===== src/rtl/mc_main_ctrl.sv =====
// Purpose: multi-cycle main control FSM for the MIPS-subset CPU (fetch/decode/execute/mem/writeback).
// Latency: j/beq 3 cycles, R/addi/slti/sw 4, lw 5, with mem_ready_i held high.
// Backpressure: FETCH, MRD and MWR hold (strobes constant) while mem_ready_i is low.
//
// Ports:
//   clk_i, rst_i         rising-edge clock, asynchronous active-high reset
//   opcode_i             IR[31:26], stable from DECODE onward
//   mem_ready_i          memory completes the current access this cycle
//   PCWrite_o, PCWriteCond_o, PCSource_o    PC update controls
//   IorD_o, MemRead_o, MemWrite_o, IRWrite_o memory / IR controls
//   RegDst_o, MemtoReg_o, RegWrite_o        register file controls
//   ALUSrcA_o, ALUSrcB_o, ALUOp_o           ALU operand / operation selects
//   illegal_o            unsupported opcode seen in DECODE
//   state_o              current state (debug)
module mc_main_ctrl (
   input  logic       clk_i,
   input  logic       rst_i,
   input  logic [5:0] opcode_i,
   input  logic       mem_ready_i,
   output logic       PCWrite_o,
   output logic       PCWriteCond_o,
   output logic       IorD_o,
   output logic       MemRead_o,
   output logic       MemWrite_o,
   output logic       IRWrite_o,
   output logic       RegDst_o,
   output logic       MemtoReg_o,
   output logic       RegWrite_o,
   output logic       ALUSrcA_o,
   output logic [1:0] ALUSrcB_o,
   output logic [1:0] ALUOp_o,
   output logic [1:0] PCSource_o,
   output logic       illegal_o,
   output logic [3:0] state_o
);

   localparam logic [5:0] OP_R    = 6'd0;
   localparam logic [5:0] OP_J    = 6'd2;
   localparam logic [5:0] OP_BEQ  = 6'd4;
   localparam logic [5:0] OP_ADDI = 6'd8;
   localparam logic [5:0] OP_SLTI = 6'd10;
   localparam logic [5:0] OP_LW   = 6'd35;
   localparam logic [5:0] OP_SW   = 6'd43;

   typedef enum logic [3:0] {
      S_IDLE      = 4'd0,
      S_FETCH     = 4'd1,
      S_DECODE    = 4'd2,
      S_EXEC_R    = 4'd3,
      S_R_WB      = 4'd4,
      S_EXEC_ADDI = 4'd5,
      S_I_WB      = 4'd6,
      S_MADDR     = 4'd7,
      S_MRD       = 4'd8,
      S_M_WB      = 4'd9,
      S_MWR       = 4'd10,
      S_BRANCH    = 4'd11,
      S_JUMP      = 4'd12,
      S_EXEC_SLTI = 4'd13
   } state_t;

   state_t state;
   state_t state_nxt;

   // Asynchronous reset forces IDLE immediately; since every output decodes
   // to 0 in IDLE, any in-flight write strobe drops the same instant.
   always_ff @(posedge clk_i or posedge rst_i) begin
      if (rst_i) begin
         state <= S_IDLE;
      end else begin
         state <= state_nxt;
      end
   end

   assign state_o = state;

   always_comb begin
      state_nxt     = state;
      PCWrite_o     = 1'b0;
      PCWriteCond_o = 1'b0;
      IorD_o        = 1'b0;
      MemRead_o     = 1'b0;
      MemWrite_o    = 1'b0;
      IRWrite_o     = 1'b0;
      RegDst_o      = 1'b0;
      MemtoReg_o    = 1'b0;
      RegWrite_o    = 1'b0;
      ALUSrcA_o     = 1'b0;
      ALUSrcB_o     = 2'b00;
      ALUOp_o       = 2'b00;
      PCSource_o    = 2'b00;
      illegal_o     = 1'b0;

      case (state)
         S_IDLE: begin
            state_nxt = S_FETCH;
         end
         S_FETCH: begin
            // PC+4 computed by the ALU every FETCH cycle; IR and PC only
            // latch on the cycle the memory actually returns the word.
            MemRead_o = 1'b1;
            ALUSrcB_o = 2'b01;
            ALUOp_o   = 2'b01;
            IRWrite_o = mem_ready_i;
            PCWrite_o = mem_ready_i;
            state_nxt = mem_ready_i ? S_DECODE : S_FETCH;
         end
         S_DECODE: begin
            // Branch target precomputed into ALUOut in case this is a beq.
            ALUSrcB_o = 2'b11;
            ALUOp_o   = 2'b01;
            case (opcode_i)
               OP_R:         state_nxt = S_EXEC_R;
               OP_ADDI:      state_nxt = S_EXEC_ADDI;
               OP_SLTI:      state_nxt = S_EXEC_SLTI;
               OP_LW, OP_SW: state_nxt = S_MADDR;
               OP_BEQ:       state_nxt = S_BRANCH;
               OP_J:         state_nxt = S_JUMP;
               default: begin
                  state_nxt = S_FETCH;
                  illegal_o = 1'b1;
               end
            endcase
         end
         S_EXEC_R: begin
            ALUSrcA_o = 1'b1;
            state_nxt = S_R_WB;
         end
         S_R_WB: begin
            RegDst_o   = 1'b1;
            RegWrite_o = 1'b1;
            state_nxt  = S_FETCH;
         end
         S_EXEC_ADDI: begin
            ALUSrcA_o = 1'b1;
            ALUSrcB_o = 2'b10;
            ALUOp_o   = 2'b01;
            state_nxt = S_I_WB;
         end
         S_EXEC_SLTI: begin
            ALUSrcA_o = 1'b1;
            ALUSrcB_o = 2'b10;
            ALUOp_o   = 2'b10;
            state_nxt = S_I_WB;
         end
         S_I_WB: begin
            RegWrite_o = 1'b1;
            state_nxt  = S_FETCH;
         end
         S_MADDR: begin
            ALUSrcA_o = 1'b1;
            ALUSrcB_o = 2'b10;
            ALUOp_o   = 2'b01;
            state_nxt = (opcode_i == OP_LW) ? S_MRD : S_MWR;
         end
         S_MRD: begin
            MemRead_o = 1'b1;
            IorD_o    = 1'b1;
            state_nxt = mem_ready_i ? S_M_WB : S_MRD;
         end
         S_M_WB: begin
            MemtoReg_o = 1'b1;
            RegWrite_o = 1'b1;
            state_nxt  = S_FETCH;
         end
         S_MWR: begin
            MemWrite_o = 1'b1;
            IorD_o     = 1'b1;
            state_nxt  = mem_ready_i ? S_FETCH : S_MWR;
         end
         S_BRANCH: begin
            ALUSrcA_o     = 1'b1;
            ALUOp_o       = 2'b11;
            PCWriteCond_o = 1'b1;
            PCSource_o    = 2'b01;
            state_nxt     = S_FETCH;
         end
         S_JUMP: begin
            PCWrite_o  = 1'b1;
            PCSource_o = 2'b10;
            state_nxt  = S_FETCH;
         end
         default: begin
            // Unused codes 14/15 recover straight to FETCH.
            state_nxt = S_FETCH;
         end
      endcase
   end

endmodule

===== config.mk =====
export PLATFORM = sky130hd
export DESIGN_NAME = mc_main_ctrl
export DESIGN_NICKNAME = d
export VERILOG_FILES = /design/src/rtl/mc_main_ctrl.sv
export SDC_FILE = /design/constraint.sdc
export NUM_CORES = 1
export LEC_CHECK = 0
export ABC_CLOCK_PERIOD_IN_PS = 2950
export BUFFER_PORTS_ARGS = -buffer_cell sky130_fd_sc_hd__buf_2
export CAP_MARGIN = 0
export CORE_AREA = 3 3 40 42
export DETAILED_ROUTE_END_ITERATION = 12
export DIE_AREA = 0 0 43 45
export PLACE_DENSITY_LB_ADDON = 0.12
export SYNTH_ARGS = -nofsm -noshare
export SYNTH_HDL_FRONTEND = slang
export SYNTH_SLANG_ARGS = --single-unit

===== constraint.sdc =====
create_clock -name clk_i -period 2.95 [get_ports clk_i]
set_clock_uncertainty 0.05 [all_clocks]
set_input_delay 0.59 -clock clk_i [delete_from_list [all_inputs] [get_ports clk_i]]
set_output_delay 0.59 -clock clk_i [all_outputs]
set_load 0.02 [all_outputs]

==> Yosys cells after proc, flatten, opt, wreduce, memory -nomap -nowiden <==
Cells that the tools add are included.
{ "totals": {"reg_bits": 4, "elab_cells": 51} }
{ "op_classes": {"n_eq_ne": 19, "n_mux": 21, "n_reduce_logical": 10} }
{ "ops": {"columns": ["cell", "count"], "rows": [
  ["case mux 4 bit (7 select lines)", 1],
  ["equality test 4 bit (second input constant)", 6],
  ["case mux 4 bit (6 select lines)", 1],
  ["equality test 4 x 3 -> 1 bit (second input constant)", 4],
  ["equality test 6 x 4 -> 1 bit (second input constant)", 2],
  ["equality test 6 bit (second input constant)", 2],
  ["two-way mux 1 bit", 12],
  ["case mux 2 bit (3 select lines)", 2],
  ["equality test 4 x 2 -> 1 bit (second input constant)", 2],
  ["OR reduction 2 bit", 4],
  ["OR reduction 7 bit", 1],
  ["equality test 6 x 2 -> 1 bit (second input constant)", 1],
  ["equality test 6 x 3 -> 1 bit (second input constant)", 1],
  ["logical NOT 6 bit", 1],
  ["OR reduction 3 bit", 2],
  ["OR reduction 5 bit", 1],
  ["equality test 4 x 1 -> 1 bit (second input constant)", 1],
  ["two-way mux 2 bit", 2],
  ["two-way mux 4 bit", 1],
  ["case mux 2 bit (2 select lines)", 1],
  ["OR reduction 4 bit", 1],
  ["case mux 1 bit (2 select lines)", 1]
]} }

==> Longest topological paths before layout <==
{ "logic_depth": {"ltp_word": 4, "depth_mapped": 5, "depth_no_buf": 3} }

==> Worst setup path after synthesis <==
No wires, ideal clock.
{ "synth_path": {"kind": "reg2out", "start": "register state[2], in the netlist state_o[2]", "end": "output PCWrite_o", "arrival_time_ns": 1.472, "required_ns": 2.310, "slack_ns": 0.838, "path_stages_with_launch": 5, "path_buffers": 1, "cell_sequence": "dfrtp_1 > buf_4 > nand2_1 > nor3_1 > or2_1"} }
{ "synth_via": {"elab_chain_len": 2} }
{ "synth_rtl": {"columns": ["element", "line", "source"], "rows": [
  ["from (decl)", "62", "state_t state;"],
  ["from (signal assigned)", "71", "state <= state_nxt;"],
  ["equality test 4 bit or equality test 4 x 1 -> 1 bit (tied branches)", "94", "case (state)"],
  ["case mux 1 bit (2 select lines) (*)", "94", null],
  ["to (decl)", "20", "output logic PCWrite_o,"]
]} }
Every way passes the cells marked *; elsewhere a longest branch is shown, timed or not.

==> Worst setup path in the final report <==
{ "layout_path": {"start": "register state[3], in the netlist state_o[3]", "end": "output PCWrite_o"} }
The elaborated chain is that of the path after synthesis.

==> out/metrics.csv <==
metric,value,unit
Multi-input gate area,410,sq um
Clock transition at path regs,40,ps
Filler cells,143,
Yosys warnings,0,
met3 WL,94,um
global-route wire length before repair,2400,um
die height,45,um
Worst R2R Setup Slack,1470,ps
die area,1940,sq um
Max-Cap Viols,0,
critical path cell sequence,nor2_1 > and3_1 > or2_1 > buf_2,
Worst EP required,2310,ps
ys flop type,dfrtp_1,
GRT Overall Usage,16.0,%
vias in the first global route,562,
Max-slew headroom,57.8,%
Synth Cell Area,604,sq um
detailed-route via count,636,
Min-Delay Path Class,in -> async,
Pre-Repair DR Iteration Count,4,
CTS root buffer,clkbuf_4,
Leak Pwr,0.364,nW
total gr overflow,0,
vias per cell,5.34,
Max Clock Freq,0.422,GHz
VDD IR-drop max,0.409,mV
top-area cell type share of the netlist area,16.6,%
RSZ-0062 raised after global routing,no,
initial drt markers,14,
RD Place Congestion,0.751,
Synth Area per Inst,7.46,sq um
layout cell share with drive strength beyond 1,35.6,%
"commonest non-fill, non-tap cell in the layout",buf_2,
hold buffer count at CTS,0,
arrival time worst endpoint,1730,ps
DRC violations left,0,
PortBufs,29,
max FFs per register,4,
"FFs w/ async S/R, synth",100,%
Initial Util,47.0,%
Setup-failing EPs final,0,
CTS tree,yes,
Clock Sinks,4,
Die Wd,43,um
Yosys top cell by area,dfrtp_1,
WL met1,678,um
Resized Gates After CTS,0,
post-route cell area,716,sq um
FP Rows,13,
worst-path maximum fanout,19,
crit share post-route,80.3,%
outcome,"complete, no violations",
Synth-to-Final Area Change,18.4,%
Worst path max stage delay,740,ps
DR WL/cell,11.9,um
H-tree depth,1,
WS Path Type,reg -> out,
final slew viol count,0,
setup TNS,0,ps
Least-Margin Pin Slew,634,ps
sequential cell area fraction in the yosys report,16.6,%
Clock Path Buffers,2,
CP max-delay cell,dfrtp_1,
final hold vios,0,
Critical Path End Type,output pin,
minimum clock period,2370,ps
cts bufs inserted,3,
total length of routed met2 wires,648,um
Post-CTS Setup Bufs,0,
Mapped Cells,81,
Area after DPL,693,sq um
"commonest cells after routing, fill and taps aside","buf_2 (29), nor2_1 (6), inv_1 (5), nor3_1 (5), nand2_1 (5)",
Seq. cell area,100,sq um
PwrDens,991,nW/um^2
# diodes,0,
top-level I/O count,30,
antenna-violating nets left,0,
library cells used by synthesis,34,
Core Region,1280,sq um
final wirelength,1420,um
clk_lat worst skew,240,ps
largest net degree at the start of global routing,21,
antenna violations before repair,0,
"EDFF count, synth",0,
nets,115,
post-DP HPWL,1070,um
syn_nets,90,
"top cells by area, synth","dfrtp_1 (17%), buf_4 (8.7%), xnor2_1 (4.3%)",
DR top layer,met3,
"FF+latch count, synth",4,
CP Launch Type,register,
[Yosys cell counts (all sizes together), types with 2 or more instances]
master / number
o2111ai: 2
dfrtp: 4
inv: 5
xnor2: 3
o22ai: 2
o21ai: 3
or2: 2
nor3: 5
nand2b: 3
nand2: 5
o21a: 3
nand3: 3
and3: 3
buf: 9
nor2: 7
a31oi: 3
nor2b: 5
a21oi: 2
[layout make-up]
type	instances	area share [%]
Inverter	5	2.62
Multi-Input combinational cell	63	57.3
Timing Repair Buffer	29	20.3
Sequential cell	4	14.0
Clock buffer	3	3.15
Tap cell	15	2.62
[worst max-delay path: cells and delay by family (launching register included)]
family,cells,cell delay (ps)
buf+inv,1,160
flops,1,740
simple gates,3,600
[path summary, 6_finish.rpt]
path                                      start              endpoint  depth (start not counted)
setup / recovery           state_o[3]$_DFF_PP0_             PCWrite_o                          4
hold / removal                            rst_i  state_o[3]$_DFF_PP0_                          2
setup reg to reg           state_o[2]$_DFF_PP0_  state_o[1]$_DFF_PP0_                          3
hold reg to reg            state_o[0]$_DFF_PP0_  state_o[2]$_DFF_PP0_                          2
max in group asynchronous                 rst_i  state_o[0]$_DFF_PP0_                          2
min in group clk_i                  mem_ready_i  state_o[1]$_DFF_PP0_                          2
[kinds of logic (layout without fill, tap and decap cells)]
family | after synthesis | count (layout) | share of synthesized area (%)
xor+xnor | 4 | 4 | 5.80
buf+inv | 14 | 37 | 15.5
flops | 4 | 4 | 16.6
mux | 1 | 1 | 1.66
simple gates | 37 | 37 | 36.2
compound gates | 21 | 21 | 24.2
[metrics by stage]
stage	hold slack [ps]	instances	util [%]	worst slack (ps)	power, mW
3_3_place_gp	421	116	53.9	871	0.640
3_5_place_dp	430	116	53.9	820	0.645
2_1_floorplan	306	81	-	838	0.569
6_report	175	119	55.7	580	0.709
5_1_grt	201	119	55.7	426	0.780
4_1_cts	177	119	55.7	557	0.717
[metal layers]
layer | track usage, % | up-vias
met3 | 0 | 0
met1 | 21.3 | 274
met4 | 11.4 | 0
met5 | 0 | -
li1 | - | 340
met2 | 25.4 | 22
[report_power, final]
group	total, mW	internal (mW)	switching, mW
Clock	0.0696	0.0456	0.0240
Combinational	0.453	0.198	0.256
Sequential	0.186	0.0741	0.112
Note: power is estimated with default switching activity, not from simulation.
